===== src/rtl/skip_sequencer.sv =====
// Squash sequencer for the ez8 conditional-skip instructions (1010/1011/1100).
// Optional skip statistics counter is built only when SKIP_STATS_EN is defined.
module skip_sequencer #(
  parameter logic [15:0] SAT_MAX = 16'hFFFF
) (
  input  logic        clk,
  input  logic        reset,
  input  logic        ex_valid,
  input  logic [3:0]  ex_opcode,
  input  logic        skip,
  input  logic        stall,
  input  logic        flush,
  input  logic        stats_clr,
  output logic        kill,
  output logic        irq_block,
  output logic        skip_taken,
  output logic [15:0] skip_count
);

  typedef enum logic {
    IDLE    = 1'b0,
    PENDING = 1'b1
  } state_t;

  state_t state_reg;
  logic   skip_taken_reg;
  logic   is_skip_op;
  logic   arm;

  // Opcode is decoded here so a stray skip=1 on other opcodes can never arm.
  assign is_skip_op = (ex_opcode == 4'b1010) || (ex_opcode == 4'b1011) ||
                      (ex_opcode == 4'b1100);

  assign arm = (state_reg == IDLE) && ex_valid && !stall && !flush &&
               is_skip_op && skip;

  always_ff @(posedge clk) begin
    if (reset) begin
      state_reg      <= IDLE;
      skip_taken_reg <= 1'b0;
    end else begin
      skip_taken_reg <= arm;
      case (state_reg)
        IDLE: begin
          if (arm) state_reg <= PENDING;
        end
        PENDING: begin
          // A skip instruction squashed here never re-arms: no chaining.
          if (flush || (ex_valid && !stall)) state_reg <= IDLE;
        end
        default: state_reg <= IDLE;
      endcase
    end
  end

  assign kill       = (state_reg == PENDING);
  assign irq_block  = (state_reg == PENDING);
  assign skip_taken = skip_taken_reg;

`ifdef SKIP_STATS_EN
  logic [15:0] count_reg;

  always_ff @(posedge clk) begin
    if (reset || stats_clr) begin
      count_reg <= 16'd0;
    end else if (arm && (count_reg != SAT_MAX)) begin
      count_reg <= count_reg + 16'd1;
    end
  end

  assign skip_count = count_reg;
`else
  logic unused_stats;
  assign unused_stats = ^{stats_clr, SAT_MAX};
  assign skip_count   = 16'd0;
`endif

endmodule


===== config.mk =====
export PLATFORM = sky130hd
export DESIGN_NAME = skip_sequencer
export DESIGN_NICKNAME = d
export VERILOG_FILES = /design/src/rtl/skip_sequencer.sv
export SDC_FILE = /design/constraint.sdc
export NUM_CORES = 1
export LEC_CHECK = 0
export ABC_AREA = 0
export CAP_MARGIN = 20
export CORE_AREA = 2 2 39 41
export CTS_CLUSTER_DIAMETER = 120
export DETAILED_ROUTE_END_ITERATION = 8
export DIE_AREA = 0 0 41 43
export PLACE_DENSITY = 0.59
export SYNTH_ARGS = -nofsm -noshare
export SYNTH_HDL_FRONTEND = slang
export SYNTH_SLANG_ARGS = --single-unit
export TNS_END_PERCENT = 5

===== constraint.sdc =====
create_clock -name clk -period 1.4 [get_ports clk]
set_clock_uncertainty 0.05 [all_clocks]
set_input_delay 0.35 -clock clk [delete_from_list [all_inputs] [get_ports clk]]
set_output_delay 0.35 -clock clk [all_outputs]
set_load 0.02 [all_outputs]

==> flow_summary_export.csv <==
group,metric,value,unit
sta,slew_viol_final,0,
finish,antennaDiodeCount,0,
synth,synth-edff-count,0,
placement,post-place-ws,-0.175,ns
placement,dp.cells,55,
clocking,postCtsSetupRepairBufs,0,
setup_path,worstPathCellList,"clkdlybuf4s50_1 > nor2b_1 > or4b_1 > o41ai_1",
sta,rsz0062_at_grt,"false",
die,die_y,43,um
finish,final_area,333,um^2
routing,vias,172,
finish,final_nets,55,
setup_path,critPathLaunchType,"input port",
finish,multiInputGateArea,119,um^2
clocking,cts_made_buffers,3,
clocking,clkTransAtPathRegs,0.03,ns
setup_path,arrival,1.40,ns
routing,totalWireLength,365,um
sta,hold_violations,0,
clocking,clockBufferDepth,2,
setup_path,cp-end-kind,"register",
die,initial_utilization,0.166,
pwr,p_total,0.000257,W
die,pin_count,30,
synth,synth_top_cell_by_area,"buf_4",
routing,drtIter0Drc,2,
synth,netlist_top_cells_count,"buf_4, dfxtp_1, nor2b_1",
placement,gp_congestion,0.553,
die,num_rows,14,
global_routing,first_global_vias,136,
global_routing,grt_pass1_wl,489,um
synth,avgSynthCellArea,8.53,um^2
synth,ys.flop_type,"dfxtp_1",
synth,ys_seq_elements,2,
finish,drive_gt1_frac,0.143,
synth,synth.most_common_cell,"buf_4",
finish,fill_cells,166,
synth,synthDistinctLibCells,9,
finish,area_delta_synth_final,44.6,%
routing,ant_nets,0,
routing,viasPerCell,2.97,
synth,yosysSeqAreaShare,0.174,
setup_path,criticalPathCategory,"in -> reg",
global_routing,track_usage,0.0460,
setup_path,required,1.46,ns
clocking,hold_buffers,0,
setup_path,worstPathMaxFanout,2,
clocking,htreeDepth,1,
clocking,cts_tree,"done",
job,cap_violations,0,
synth,synth_area_leaders,"buf_4, dfxtp_1, nor2b_1, nor3b_2, or4b_1",
global_routing,antenna_found_initial,0,
routing,dr.pass1.iters,2,
synth,syn_inst,27,
clocking,clk_latency,0.22,ns
finish,regArea,40.0,um^2
sta,setup_violations,0,
clocking,cts_repair_resize_count,3,
sta,final.min_clock_period,1.34,ns
die,dieArea,0.00176,mm^2
global_routing,grt_overflow,0,
setup_path,max_stage_delay,0.45,ns
hold_path,min_path_type,"reg -> reg",
synth,yosysTopAreaCellShare,0.554,
sta,timing.final.crit_share,0.954,
die,core_area,0.00138,mm^2
sta,clock.fmax,0.749,GHz
pwr,p_leak,0.163,nW
routing,wire_per_inst,6.29,um
placement,io_buffer_count,12,
setup_path,cp_slowest_cell,"or4b_1",
placement,placed_area,314,um^2
global_routing,grt_max_degree,4,
pwr,powerDensity,771,mW/mm^2
setup_path,critPathBufInv,1,
synth,ys_warn_count,0,
finish,stdcell_count,58,
routing,drc_errors,0,
outcome,status,"complete, no violations",
clocking,cts-root-buf,"clkbuf_4",
die,die_w,41,um
clocking,cts_sinks,2,
synth,syn_area,230,um^2
synth,ys_async_sr_fraction,0,
sta,setup-tns-final,0,ns
setup_path,cp_top_family,"simple AND/OR/NAND/NOR gates",
pwr,vdd_drop_max,0.000125,V
sta,timing.final.ws_setup,0.0648,ns
-- cell type report --
class | count | area share
Sequential cell | 2 | 0.120
Timing Repair Buffer | 14 | 0.395
Tap cell | 16 | 0.0602
Multi-Input combinational cell | 23 | 0.357
Clock buffer | 3 | 0.0677
-- logic make-up after synthesis --
group / after synthesis / synth area share
simple gates: 5 / 0.179
compound gates: 2 / 0.0761
other cells: 1 / 0.0163
flops: 2 / 0.174
buf+inv: 17 / 0.554
-- worst register-to-register path: cells and delay by family (launching register included) --
kind            cells  cell delay (ns)
simple gates        1             0.42
flops               1             0.33
compound gates      1             0.07
buf+inv             1             0.12
-- power breakdown --
group,total (W),switching (W),leakage [nW],internal [W]
clock network,0.000125,0.0000307,0.0138,0.0000943
registers,0.0000579,0.000000123,0.0161,0.0000578
logic,0.0000737,0.0000465,0.134,0.0000272
-- worst paths after layout --
path         slack, ns                  from  depth (start not counted)                     to
min               0.48  irq_block$_SDFF_PP0_                          2  skip_taken$_SDFF_PP0_
min reg2reg       0.48  irq_block$_SDFF_PP0_                          2  skip_taken$_SDFF_PP0_
max               0.06              ex_valid                          4   irq_block$_SDFF_PP0_
max reg2reg       0.31  irq_block$_SDFF_PP0_                          3   irq_block$_SDFF_PP0_
-- cell usage in the layout, fill, tap and decap left out --
| cell | instances |
|---|---|
| conb_1 | 16 |
| clkdlybuf4s50_1 | 9 |
| clkbuf_4 | 3 |
| dlygate4sd2_1 | 3 |
| nor2b_1 | 2 |
| dfxtp_1 | 2 |
| buf_4 | 2 |
| nor3b_2 | 1 |
| o2111ai_1 | 1 |
| or4b_1 | 1 |
| o41ai_1 | 1 |
| nor4_1 | 1 |
-- per-layer routing --
metal | GRT usage | part of all wire | wire, um
met5 | 0 | 0 | 0
met4 | 0.0600 | 0 | 0
met3 | 0.0157 | 0.22 | 80
met2 | 0.0469 | 0.42 | 152
met1 | 0.0605 | 0.36 | 132
-- metrics by stage --
| stage | util | hold WS, ns |
|---|---|---|
| 2_1_floorplan | - | 0.377 |
| 3_3_place_gp | 0.227 | 0.489 |
| 3_5_place_dp | 0.227 | 0.496 |
| 4_1_cts | 0.241 | 0.491 |
| 5_1_grt | 0.241 | 0.515 |
| 6_report | 0.241 | 0.485 |
Note: power is estimated with default switching activity, not from simulation.
